## src/rtl/nn_pkg.sv

```systemverilog
// ----------------------------------------------------------------------------
// nn_pkg
// Shared definitions for the neural-network output stage.
//   - argmax_state_t : FSM state encoding for argmax_classifier
//   - NN_NEURON_NB   : default number of output-layer scores
//   - NN_WIDTH_OUT   : default bit width of each signed score
//   - NN_IDX_W       : default class index width
// ----------------------------------------------------------------------------
package nn_pkg;

    localparam int NN_NEURON_NB = 10;
    localparam int NN_WIDTH_OUT = 32;
    localparam int NN_IDX_W     = 4;

    typedef enum logic [1:0] {
        ST_IDLE = 2'd0,
        ST_SCAN = 2'd1,
        ST_DONE = 2'd2
    } argmax_state_t;

endpackage : nn_pkg

```

## src/rtl/argmax_cmp.sv

```systemverilog
// ----------------------------------------------------------------------------
// argmax_cmp
// Combinational signed compare-and-select for one argmax step. The candidate
// replaces the current best only when strictly greater, so on a tie the
// earlier (lower) index is kept.
// Ports:
//   best      : current best score (signed)
//   best_idx  : index of current best score
//   candidate : score being examined (signed)
//   cand_idx  : index of the candidate
//   new_best  : best score after this step
//   new_idx   : index of new_best
// ----------------------------------------------------------------------------
module argmax_cmp #(
    parameter int WIDTH = 32,
    parameter int IDX_W = 4
) (
    input  logic signed [WIDTH-1:0] best,
    input  logic        [IDX_W-1:0] best_idx,
    input  logic signed [WIDTH-1:0] candidate,
    input  logic        [IDX_W-1:0] cand_idx,
    output logic signed [WIDTH-1:0] new_best,
    output logic        [IDX_W-1:0] new_idx
);

    // Strictly-greater select; ties keep the incumbent.
    always_comb begin
        new_best = best;
        new_idx  = best_idx;
        if (candidate > best) begin
            new_best = candidate;
            new_idx  = cand_idx;
        end else begin
            new_best = best;
            new_idx  = best_idx;
        end
    end

endmodule : argmax_cmp

```

## src/rtl/argmax_classifier.sv

```systemverilog
// ----------------------------------------------------------------------------
// argmax_classifier
// Sequential argmax over NEURON_NB signed scores. A rising edge on start
// (seen while idle) snapshots all scores, then one score per cycle is
// compared against the running best. The winning index is published with a
// one-cycle class_valid pulse NEURON_NB cycles after the start edge.
//
// Parameters:
//   NEURON_NB : number of scores (>= 2)
//   WIDTH_OUT : width of each signed score
//   IDX_W     : class index width (2**IDX_W >= NEURON_NB)
// Ports:
//   clk         : clock, rising edge
//   reset       : asynchronous active-low reset
//   start       : level input; its rising edge launches a scan
//   scores      : flattened scores, score i at [(i+1)*WIDTH_OUT-1 -: WIDTH_OUT]
//   busy        : high while scanning or publishing
//   class_idx   : index of the winning score, held between results
//   max_score   : winning score (only when ARGMAX_SCORE_EN is defined)
//   class_valid : one-cycle pulse marking a new class_idx
//
// Build option: define ARGMAX_SCORE_EN to add the max_score output.
// ----------------------------------------------------------------------------
module argmax_classifier
    import nn_pkg::*;
#(
    parameter int NEURON_NB = NN_NEURON_NB,
    parameter int WIDTH_OUT = NN_WIDTH_OUT,
    parameter int IDX_W     = NN_IDX_W
) (
    input  logic                                 clk,
    input  logic                                 reset,
    input  logic                                 start,
    input  logic signed [WIDTH_OUT*NEURON_NB-1:0] scores,
    output logic                                 busy,
    output logic        [IDX_W-1:0]              class_idx,
`ifdef ARGMAX_SCORE_EN
    output logic signed [WIDTH_OUT-1:0]          max_score,
`endif
    output logic                                 class_valid
);

    localparam logic [IDX_W-1:0] LAST_IDX = IDX_W'(NEURON_NB - 1);

    argmax_state_t                        state_r;
    logic                                 start_r;
    logic signed [WIDTH_OUT*NEURON_NB-1:0] scores_r;
    logic        [IDX_W-1:0]              cnt_r;
    logic signed [WIDTH_OUT-1:0]          best_r;
    logic        [IDX_W-1:0]              best_idx_r;
    logic                                 busy_r;
    logic        [IDX_W-1:0]              class_idx_r;
    logic                                 class_valid_r;
`ifdef ARGMAX_SCORE_EN
    logic signed [WIDTH_OUT-1:0]          max_score_r;
`endif

    logic                                 start_edge_s;
    logic signed [WIDTH_OUT-1:0]          cand_s;
    logic signed [WIDTH_OUT-1:0]          new_best_s;
    logic        [IDX_W-1:0]              new_idx_s;

    assign start_edge_s = start & ~start_r;

    // Select the captured score addressed by the scan counter.
    always_comb begin
        cand_s = {WIDTH_OUT{1'b0}};
        for (int i = 0; i < NEURON_NB; i++) begin
            if (cnt_r == i[IDX_W-1:0]) begin
                cand_s = scores_r[i*WIDTH_OUT +: WIDTH_OUT];
            end else begin
                cand_s = cand_s;
            end
        end
    end

    argmax_cmp #(
        .WIDTH (WIDTH_OUT),
        .IDX_W (IDX_W)
    ) u_cmp (
        .best      (best_r),
        .best_idx  (best_idx_r),
        .candidate (cand_s),
        .cand_idx  (cnt_r),
        .new_best  (new_best_s),
        .new_idx   (new_idx_s)
    );

    // Control FSM with capture register, running best and registered outputs.
    // start_r resets to 1 so a start held high through reset is not an edge.
    always_ff @(posedge clk or negedge reset) begin
        if (!reset) begin
            state_r       <= ST_IDLE;
            start_r       <= 1'b1;
            scores_r      <= {(WIDTH_OUT*NEURON_NB){1'b0}};
            cnt_r         <= {IDX_W{1'b0}};
            best_r        <= {WIDTH_OUT{1'b0}};
            best_idx_r    <= {IDX_W{1'b0}};
            busy_r        <= 1'b0;
            class_idx_r   <= {IDX_W{1'b0}};
            class_valid_r <= 1'b0;
`ifdef ARGMAX_SCORE_EN
            max_score_r   <= {WIDTH_OUT{1'b0}};
`endif
        end else begin
            start_r       <= start;
            class_valid_r <= 1'b0;
            case (state_r)
                ST_IDLE: begin
                    if (start_edge_s) begin
                        scores_r   <= scores;
                        best_r     <= scores[WIDTH_OUT-1:0];
                        best_idx_r <= {IDX_W{1'b0}};
                        cnt_r      <= IDX_W'(1);
                        busy_r     <= 1'b1;
                        state_r    <= ST_SCAN;
                    end else begin
                        busy_r     <= 1'b0;
                        state_r    <= ST_IDLE;
                    end
                end
                ST_SCAN: begin
                    best_r     <= new_best_s;
                    best_idx_r <= new_idx_s;
                    cnt_r      <= cnt_r + IDX_W'(1);
                    busy_r     <= 1'b1;
                    if (cnt_r == LAST_IDX) begin
                        state_r <= ST_DONE;
                    end else begin
                        state_r <= ST_SCAN;
                    end
                end
                ST_DONE: begin
                    class_idx_r   <= best_idx_r;
`ifdef ARGMAX_SCORE_EN
                    max_score_r   <= best_r;
`endif
                    class_valid_r <= 1'b1;
                    busy_r        <= 1'b0;
                    state_r       <= ST_IDLE;
                end
                default: begin
                    busy_r  <= 1'b0;
                    state_r <= ST_IDLE;
                end
            endcase
        end
    end

    assign busy        = busy_r;
    assign class_idx   = class_idx_r;
    assign class_valid = class_valid_r;
`ifdef ARGMAX_SCORE_EN
    assign max_score   = max_score_r;
`endif

endmodule : argmax_classifier

```

## config.mk

```make
export PLATFORM = sky130hd
export DESIGN_NAME = argmax_classifier
export DESIGN_NICKNAME = d
export VERILOG_FILES = /design/src/rtl/nn_pkg.sv /design/src/rtl/argmax_cmp.sv /design/src/rtl/argmax_classifier.sv
export SDC_FILE = /design/constraint.sdc
export NUM_CORES = 1
export LEC_CHECK = 0
export BUFFER_PORTS_ARGS = -buffer_cell sky130_fd_sc_hd__buf_4
export CAP_MARGIN = 20
export CORE_ASPECT_RATIO = 1.75
export CORE_MARGIN = 5
export CORE_UTILIZATION = 50
export DETAILED_ROUTE_END_ITERATION = 12
export PLACE_DENSITY = 0.73
export REMOVE_ABC_BUFFERS = 1
export SYNTH_ARGS = -nofsm -noshare
export SYNTH_HDL_FRONTEND = slang
export SYNTH_SLANG_ARGS = --single-unit
```

## constraint.sdc

```tcl
create_clock -name clk -period 4.83 [get_ports clk]
set_input_delay 0.966 -clock clk [delete_from_list [all_inputs] [get_ports clk]]
set_output_delay 0.966 -clock clk [all_outputs]
set_load 0.05 [all_outputs]
```

Yosys cells after proc, flatten, opt, wreduce, memory -nomap -nowiden
Cells that the tools add are included.
{ "word_totals": {"mem_bits_ro": 0, "ram_bits": 0, "inputBits": 323, "ff_bits": 369, "out_inout_bits": 6, "n_memories": 0, "latch_bits": 0} }
{ "op_classes": {"magnitude_cmp": 1, "n_reduce_logical": 6, "n_addsub": 1, "mul": 0, "div": 0, "n_eq_ne": 13, "mux": 24, "shift": 0, "bitwise_logic": 2} }
{ "op_table": {"columns": ["operator", "n"], "rows": [
  ["32-bit 2-to-1 mux", 12],
  ["32-bit one-hot mux with 2 select lines", 1],
  ["32-bit > comparator", 1],
  ["4-bit by 3-bit equality test with 1-bit output (second input constant)", 4],
  ["4-bit one-hot mux with 2 select lines", 2],
  ["4-bit 2-to-1 mux", 3],
  ["4-bit by 2-bit equality test with 1-bit output (second input constant)", 2],
  ["4-bit equality test (second input constant)", 2],
  ["4-bit by 1-bit adder with 4-bit output (second input constant)", 1],
  ["4-bit by 1-bit equality test with 1-bit output (second input constant)", 1],
  ["4-bit zero test", 1],
  ["2-bit one-hot mux with 2 select lines", 1],
  ["2-bit AND reduction", 2],
  ["1-bit 2-to-1 mux", 3],
  ["3-bit AND reduction", 1],
  ["2-bit by 1-bit equality test with 1-bit output (second input constant)", 1],
  ["2-bit equality test (second input constant)", 1],
  ["2-bit zero test", 1],
  ["2-bit 2-to-1 mux", 1],
  ["2-bit by 1-bit != test with 1-bit output (second input constant)", 1],
  ["2-bit != test (second input constant)", 1],
  ["1-bit one-hot mux with 2 select lines", 1],
  ["2-bit nonzero test", 1],
  ["1-bit bitwise AND", 1],
  ["1-bit NOT", 1]
]} }

Longest topological paths before layout
Gate-level depths: netlist of run 1.
{ "depth": {"ltp_word": 14, "ltp_mapped": 21, "mapped_depth_nobuf": 17} }

Modules after synthesis
Synthesis of run 1 repeated with hierarchy kept, for this count alone.
{ "unflattened": {"hier_cells": 2204, "area_unflattened_um2": 18609.1} }
{ "by_module_without_submodules": {"columns": ["mod", "instances", "cells_each", "area_each_um2", "seq_area_each_um2"], "rows": [
  ["argmax_classifier", 1, 2051, 17330.4, 9235.1],
  ["argmax_cmp", 1, 153, 1278.7, 0.0]
]} }

Least setup slack after synthesis of run 1
OpenSTA, ideal clock, no wires.
{ "synth_path": {"kind": "register to register", "start": "register cnt_r[0]", "end": "register best_r[17]", "stages_incl_launch_ff": 22, "setup_slack_ps": 709, "setup_ps": 125, "t_required_ps": 4705, "arrival_time_ps": 3995, "period_less_slack_ps": 4121, "cell_sequence": "dfrtp_1 inv_1 ha_1 buf_2 or3b_2 clkbuf_1 clkbuf_1 nor2_1 nor3_1 a21oi_1 a21oi_1 nand2_1 a21oi_1 ha_1 nand4_1 or4_1 a21o_1 a31oi_1 o211ai_2 nand3_4 buf_6 mux2_4"} }
{ "synth_via": {"elab_chain_len": 14, "word_cells_on_any_way": 25, "cone_classes": "order compare: 1; eq/ne: 10; mux: 12; reduce/logical: 2"} }
{ "synth_lines": {"columns": ["element", "line", "rtl"], "rows": [
  ["start, declared", "argmax_classifier.sv:48", "logic [IDX_W-1:0] cnt_r;"],
  ["start signal, assigned", "argmax_classifier.sv:96", "cnt_r <= {IDX_W{1'b0}};"],
  ["start signal, assigned", "argmax_classifier.sv:125", "cnt_r <= cnt_r + IDX_W'(1);"],
  ["4-bit zero test", "argmax_classifier.sv:69", "if (cnt_r == i[IDX_W-1:0]) begin"],
  ["32-bit 2-to-1 mux (9 in a row)", "argmax_classifier.sv:69", null],
  ["32-bit 2-to-1 mux *", "argmax_classifier.sv:69", null],
  ["32-bit > comparator", "argmax_cmp.sv:30", "if (candidate > best) begin"],
  ["2-bit by 1-bit != test with 1-bit output (no line)", null, null],
  ["3-bit AND reduction (no line)", null, null],
  ["end signal, assigned", "argmax_classifier.sv:97", "best_r <= {WIDTH_OUT{1'b0}};"],
  ["end signal, assigned", "argmax_classifier.sv:112", "best_r <= scores[WIDTH_OUT-1:0];"],
  ["end signal, assigned", "argmax_classifier.sv:123", "best_r <= new_best_s;"],
  ["end, declared", "argmax_classifier.sv:49", "logic signed [WIDTH_OUT-1:0] best_r;"]
]} }
Mark *: on every way between the ends. The rest lies on a longest branch, timed or not. The select of a mux whose other input is x is not followed.
A chain may end at the register's enable or synchronous reset.

Final worst setup path of run 1
Same ends and word-level chain as after synthesis.

==> results of run 1 <==
## metal layers
| metal | up-vias | share of wire, % | track usage, % |
|---|---|---|---|
| met1 | 7654 | 36 | 34.8 |
| met3 | 208 | 5.7 | 3.74 |
| li1 | 7545 | - | - |
| met2 | 689 | 51 | 49.7 |
| met5 | - | 0 | 0 |
| met4 | 0 | 7.2 | 18.3 |
## flip-flops by register name (all words and copies together), names as in the netlist
| name | flops |
|---|---|
| scores_r | 320 |
| best_r | 32 |
| best_idx_r | 4 |
| class_idx | 4 |
| cnt_r | 4 |
| state_r | 2 |
| busy | 1 |
| class_valid | 1 |
| start_r | 1 |
## worst min-delay path, stage by stage (launching register included)
cell and delay (ns):
sky130_fd_sc_hd__dfrtp_1 0.34, sky130_fd_sc_hd__nand2_1 0.05, sky130_fd_sc_hd__nand2_1 0.06
## stage by stage
stage               setup TNS, ns  utilization [%]  cells  power (mW)  cell area [um2]
CTS                             0             62.5   2879        16.2            21900
detailed placement              0             59.0   2818        13.2            20700
global placement                0             59.0   2818        13.0            20700
finish                          0             62.8   2892        16.5            22000
global route                    0             62.8   2892        17.6            22000
floorplan                -6536.12                -   1970        10.7            17000
## layout make-up
type,count,area (um2)
repair buffers,391,3090
multi-input cells,1561,7710
clock buffers,51,1050
flip-flops and latches,369,9240
clock inverters,10,178
diodes,5,12.5
well taps,465,582
inverters,40,150
fillers,3136,13100
## logic make-up (layout without fill, tap and decap cells)
kind of cell	count (synthesis)	count (layout)	synth area share, %
and+or+nand+nor	1174	1174	26.3
DFF	369	369	52.5
AOI/OAI and AO/OA	302	302	11.8
buffers and inverters	178	492	3.95
muxes	48	48	2.80
adders and majority gates	36	36	2.56
xor gates and xnor gates	1	1	0.0498
other	0	5	0
## power by group through the flow
| stage | Sequential (mW) | Clock (mW) | Combinational, mW |
|---|---|---|---|
| 6_report | 5.72 | 2.97 | 7.80 |
| 4_1_cts | 5.67 | 3.00 | 7.54 |
| 3_5_place_dp | 5.70 | 0 | 7.48 |
| 5_1_grt | 5.83 | 3.13 | 8.67 |
| 2_1_floorplan | 5.33 | 0 | 5.33 |
| 3_3_place_gp | 5.68 | 0 | 7.28 |
## synthesized netlist by cell type (all sizes together)
cell type / count
nor2: 60
o21a: 1
o31a: 2
o221ai: 8
o311ai: 1
clkbuf: 120
nand3b: 3
nand4: 7
a21o: 1
or3b: 1
inv: 40
ha: 36
a211oi: 41
mux2: 7
nor2b: 5
or3: 1
and2: 2
a31oi: 4
nand2b: 3
a221o: 31
nor3b: 6
a221oi: 28
buf: 18
o211ai: 12
nand3: 16
o221a: 8
a22oi: 9
o22ai: 25
nor3: 43
xor2: 1
nand2: 1020
o31ai: 2
or4b: 1
or4: 1
nor4b: 2
o21ai: 33
dfstp: 1
and3b: 1
mux2i: 41
dfrtp: 368
a21oi: 95
o311a: 1
and3: 2
## path summary, 6_finish.rpt
check | startpoint | endpoint | cells past startpoint
max | cnt_r[0] | best_r[17] | 18
min | scores_r[284] | scores_r[284] | 2
max reg2reg | cnt_r[0] | best_r[17] | 18
min reg2reg | scores_r[284] | scores_r[284] | 2
max in group asynchronous | reset | scores_r[179] | 2
min in group asynchronous | reset | scores_r[124] | 1
## repair_timing
| item | in CTS | in global routing |
|---|---|---|
| hold buffers | 0 | 0 |
| endpoints found under the hold margin | 0 | 0 |
| setup endpoints to repair | 0 | 25 |
| buffers inserted | 0 | 8 |
| resized for setup | 0 | 2 |
==> impl_results.md, run 1 <==
- Worst Path Buf+Inv: 3
- Switching part of the total: 40.9%
- RSZ-0062 raised after global routing: no
- Height of the die: 258 um
- Maximum number of pins on one net before global-route repair: 168
- Area growth from synthesis to layout: 25.2%
- Number of distinct library cell variants in the gate-level netlist after synthesis: 51
- I/O pins: 329
- Kind of capture point of the worst setup path: flop
- Total length of routed wires: 57700 um
- Shortest period the worst path allows: 4.57 ns
- Post-synthesis instance area: 0.0176 mm2
- Post-synth top area share: 52.4%
- Count of clock tree sinks: 369
- Family with the most delay on the worst path: simple AND/OR/NAND/NOR gates
- Standard cell with the maximum stage delay on the critical path: sky130_fd_sc_hd__or3b_2
- Share of cells above drive strength 1: 19.7%
- Highest achievable clock rate: 219 MHz
- DP HPWL: 41400 um
- Clk Tree Root Cell: sky130_fd_sc_hd__clkbuf_16
- Delay of the slowest cell on the worst path: 0.64 ns
- PD cells: 749 mW/mm2
- Number of warnings printed during yosys synthesis: 0
- Overflow after GRT: 0
- Final weighted congestion in routability-driven placement: 0.906
- Max rail drop VDD: 0.406 mV
- Worst hold path class: flop to flop
- GRT Resource Usage Total: 29.3%
- Leak: 11.5 nW
- Most common cell after layout, fill and taps aside: sky130_fd_sc_hd__nand2_1
- Most common cell type on the critical path: sky130_fd_sc_hd__a21oi_1
- Die W: 152 um
- Number of hold-slack violations in the final timing report: 0
- Final period utilization: 94.6%
- TritonCTS clock tree: built
- Antenna violations before repair: 5
- Post-synthesis cell count: 2108
- Count of pins over their slew limit: 0
- Commonest cells after routing, fill and taps aside: sky130_fd_sc_hd__nand2_1 (1020), sky130_fd_sc_hd__buf_4 (378), sky130_fd_sc_hd__dfrtp_1 (368), sky130_fd_sc_hd__a21oi_1 (95), sky130_fd_sc_hd__nor2_1 (58)
- Post-synth top area cell: sky130_fd_sc_hd__dfrtp_1
- Inserted Clock Buffers: 35
- Worst slew margin relative to its limit: 32.3%
- Number of DRC violations after detailed-routing iteration 0: 1138
- Clock buffer depth: 3
- Final #Nets: 2757
- Number of standard-cell rows in the floorplan: 91
- Required time of the critical path: 5.26 ns
- Number of global-route vias before repair: 16600
- Clock-pin slew on the worst setup and hold paths: 0.07 ns
- Max Cap Violations: 0
- Worst clock skew: 0.0326 ns
- Hold Worst Slack: 0.475 ns
- Worst path cell trace: inv_1 > ha_1 > or3b_2 > buf_12 > nor2_1 > nor3_1 > a21oi_1 > a21oi_1 > nand2_1 > a21oi_1 > ha_1 > nand4_1 > or4_1 > o31a_1 > o211ai_2 > nand3_4 > buf_4 > mux2_4
- Register bit count reported by yosys: 369
- Die area: 0.0392 mm2
- Port bufs: 328
- Sequential fraction of design power: 34.7%
- Worst setup path category: flop to flop
- Slew @ Worst Pin: 1.01 ns
- Critical path peak fanout: 22
- Switching power total: 6.75 mW
- Post-route DRC violation count: 0
- Post-route antenna net violation count: 0
- Clock network power share: 18.0%
- Type of origin of the critical path: flop
- Total via count in the routed design: 16100
- Register-to-Register Setup Slack: 0.26 ns
- Worst setup timing slack at the placement stage: 0.0580 ns
- Crit path DAT: 5.00 ns
- Mean routed wirelength per cell: 20.0 um
- Global-route wire length before repair: 88700 um
- Vias per cell: 5.57
- Combinational fraction of design power: 47.3%
- Number of levels the H-tree was split into: 2
- Sequential fraction of the synthesis area: 52.5%
- Initial Utilization: 50.1%
- Clock latency reported for the late side of the worst-skew pair: 0.55 ns
- Avg Synthesized Cell Area: 8.34 um2
- Total iterations of the first detailed-routing run: 6
- Fin worst setup slack: 0.262 ns
- Main area contributors after synthesis: sky130_fd_sc_hd__dfrtp_1 (52%), sky130_fd_sc_hd__nand2_1 (22%), sky130_fd_sc_hd__a21oi_1 (2.7%)
- Total internal power: 9.74 mW
- Finish-stage setup viols: 0
- Core area: 0.0351 mm2
- Outcome: finished clean
No activity file was read; power rests on OpenSTA's default activity.
==> run 2: changes to the inputs <==
--- a/config.mk
+++ b/config.mk
@@ -10,6 +10,7 @@
 export CORE_ASPECT_RATIO = 1.75
 export CORE_MARGIN = 5
 export CORE_UTILIZATION = 50
+export CTS_BUF_LIST = sky130_fd_sc_hd__clkbuf_2 sky130_fd_sc_hd__clkbuf_4 sky130_fd_sc_hd__clkbuf_8
 export DETAILED_ROUTE_END_ITERATION = 12
 export PLACE_DENSITY = 0.73
 export REMOVE_ABC_BUFFERS = 1
==> run 2 against run 1 <==
  * Die area is the same
  * Worst setup slack lost 0.0087 ns
  * Non-clock buffer count is the same
  * Flip-flop and latch count is the same
  * Power shrank 1.8%
  * Largest power group unchanged
  * Utilization shrank 0.21 points
  * Clock skew shrank 0.012 ns
  * Largest cell class unchanged
  * Design area shrank 0.34%
==> impl_results.md, run 2 (synthesis results as in run 1) <==
- Outcome: finished clean
- Global-route wire length before repair: 88500 um (-0.17%)
- Biggest regs: scores_r x320, best_r x32
- Post-route DRC violation count: 0 (unchanged)
- I/O pins: 329 (unchanged)
- RSZ-0062 raised after global routing: no
- Final weighted congestion in routability-driven placement: 0.906 (unchanged)
- Worst hold path class: input pin to asynchronous set/reset pin
- Kind of capture point of the worst setup path: flop
- Area growth from synthesis to layout: 24.8%
- Number of standard-cell rows in the floorplan: 91 (unchanged)
- Number of instances in the placed design: 2818 (unchanged)
- Type of origin of the critical path: flop
- Crit path DAT: 5.08 ns (+0.08 ns)
- Worst Path Buf+Inv: 3 (unchanged)
- Count of pins over their slew limit: 0 (unchanged)
- Required time of the critical path: 5.33 ns (+0.07 ns)
- DP HPWL: 41400 um (unchanged)
- Maximum number of pins on one net before global-route repair: 168 (unchanged)
- Mean routed wirelength per cell: 19.8 um (-0.72%)
- Count of clock tree sinks: 369 (unchanged)
- Die W: 152 um (unchanged)
- Total via count in the routed design: 16200 (+0.84%)
- Max rail drop VDD: 0.406 mV (+0.11%)
- Number of hold-slack violations in the final timing report: 0 (unchanged)
- Family with the most delay on the worst path: simple AND/OR/NAND/NOR gates
- Antenna violations before repair: 6 (+1)
- PD cells: 738 mW/mm2 (-1.5%)
- TritonCTS clock tree: built
- Hold buffers post-CTS: 0 (unchanged)
- Clock latency reported for the late side of the worst-skew pair: 0.62 ns (+0.07 ns)
- Leak: 11.5 nW (+0.11%)
- Overflow after GRT: 0 (unchanged)
- Total length of routed wires: 57900 um (+0.37%)
- Worst setup path category: flop to flop
- Final #Nets: 2774 (+0.62%)
- Clk Tree Root Cell: sky130_fd_sc_hd__clkbuf_8
- Initial Utilization: 50.1% (unchanged)
- Utilization after layout: 62.6% (-0.21 points)
- Vias per cell: 5.55 (-0.26%)
- Fillers: 3135 (-0.032%)
- Worst setup timing slack at the placement stage: 0.0580 ns (unchanged)
- Delay of the slowest cell on the worst path: 0.65 ns (about the same)
- Final TNS setup: 0 ns (unchanged)
- Max Cap Violations: 0 (unchanged)
- Slew @ Worst Pin: 1.04 ns (+0.0232 ns)
- Share of cells above drive strength 1: 21.0% (+1.3 points)
- Most common cell type on the critical path: sky130_fd_sc_hd__a21oi_1
- Total iterations of the first detailed-routing run: 5 (-1)
- Highest achievable clock rate: 219 MHz (-0.19%)
- Clock-pin slew on the worst setup and hold paths: 0.07 ns (about the same)
- Die area: 0.0392 mm2 (unchanged)
- Most common cell after layout, fill and taps aside: sky130_fd_sc_hd__nand2_1
- Flip-flop count of the largest register after layout: 320 (unchanged)
- Critical path peak fanout: 22 (unchanged)
- Height of the die: 258 um (unchanged)
- Shortest period the worst path allows: 4.58 ns (+0.00870 ns)
- Inserted Clock Buffers: 52 (+49%)
- Clock buffer depth: 3 (unchanged)
- Post-route antenna net violation count: 0 (unchanged)
- Fin worst setup slack: 0.254 ns (-0.00870 ns)
- GRT Resource Usage Total: 29.3% (about the same)
- Number of global-route vias before repair: 16700 (+0.55%)
- Post-route non-filler standard cell count: 2924 (+1.1%)
- Worst path cell trace: inv_1 > ha_1 > or3b_2 > buf_12 > nor2_1 > nor3_1 > a21oi_1 > a21oi_1 > nand2_1 > a21oi_1 > ha_1 > nand4_1 > or4_1 > o31a_1 > o211ai_2 > nand3_4 > buf_4 > mux2_4
- Worst clock skew: 0.0208 ns (-0.0117 ns)
- Critical Path Source: cnt_r[0]
- Port bufs: 328 (unchanged)
- Commonest cells after routing, fill and taps aside: sky130_fd_sc_hd__nand2_1 (1020), sky130_fd_sc_hd__buf_4 (378), sky130_fd_sc_hd__dfrtp_1 (368), sky130_fd_sc_hd__a21oi_1 (95), sky130_fd_sc_hd__clkbuf_8 (68)
- Worst slew margin relative to its limit: 30.8% (-1.5 points)
- Finish-stage setup viols: 0 (unchanged)
- Number of levels the H-tree was split into: 2 (unchanged)
- Startpoint of the lowest-slack register-to-register path: cnt_r[0]
- Standard cell with the maximum stage delay on the critical path: sky130_fd_sc_hd__or3b_2
- Core area: 0.0351 mm2 (unchanged)
- Number of DRC violations after detailed-routing iteration 0: 1146 (+0.70%)
- Register bank with the most flops: scores_r
- Final period utilization: 94.7% (+0.18 points)
## run 2: layout make-up
class | count | area, um2 | share of cell area (%)
sequential | 369 | 9240 | 42.1
clock inverter | 8 | 93.8 | 0.428
inverter | 40 | 150 | 0.684
clock buffer | 84 | 1060 | 4.81
timing repair buffer | 391 | 3090 | 14.1
tap | 465 | 582 | 2.65
antenna | 6 | 15.0 | 0.0684
multi-input combinational | 1561 | 7710 | 35.2
## run 2: report_power, final
part	switching [mW]	internal, mW	total [mW]	leakage, nW
Sequential	1.04	4.67	5.71	4.59
Clock	1.21	1.49	2.69	0.615
Combinational	4.49	3.29	7.78	6.27
## run 2: metal layers
metal | share of wire [%] | global-route usage (%) | vias to the layer above
met5 | 0 | 0 | -
met4 | 6.8 | 18.6 | 0
met3 | 6.0 | 3.95 | 195
met2 | 51 | 49.8 | 724
met1 | 36 | 34.3 | 7734
li1 | - | - | 7579
## run 2: repair_timing
item	in CTS	in global routing
resized for setup	0	1
setup buffers	0	8
setup endpoints to repair	0	31
## run 2: path summary, 6_finish.rpt
path                                 end  slack (ns)  depth (start not counted)
max                           best_r[17]        0.25                         18
min                        scores_r[118]        0.41                          1
max reg2reg                   best_r[17]        0.25                         18
min reg2reg                scores_r[305]        0.47                          2
max in group asynchronous  scores_r[103]        3.31                          2
min in group clk                 start_r        0.47                          1
## run 2: stage by stage
| stage | power, mW | hold slack, ns | area (um2) |
|---|---|---|---|
| floorplan | 10.7 | 0.440 | 17000 |
| global placement | 13.0 | 0.457 | 20700 |
| detailed placement | 13.2 | 0.459 | 20700 |
| CTS | 15.9 | 0.438 | 21800 |
| global route | 17.4 | 0.439 | 21900 |
| finish | 16.2 | 0.415 | 21900 |
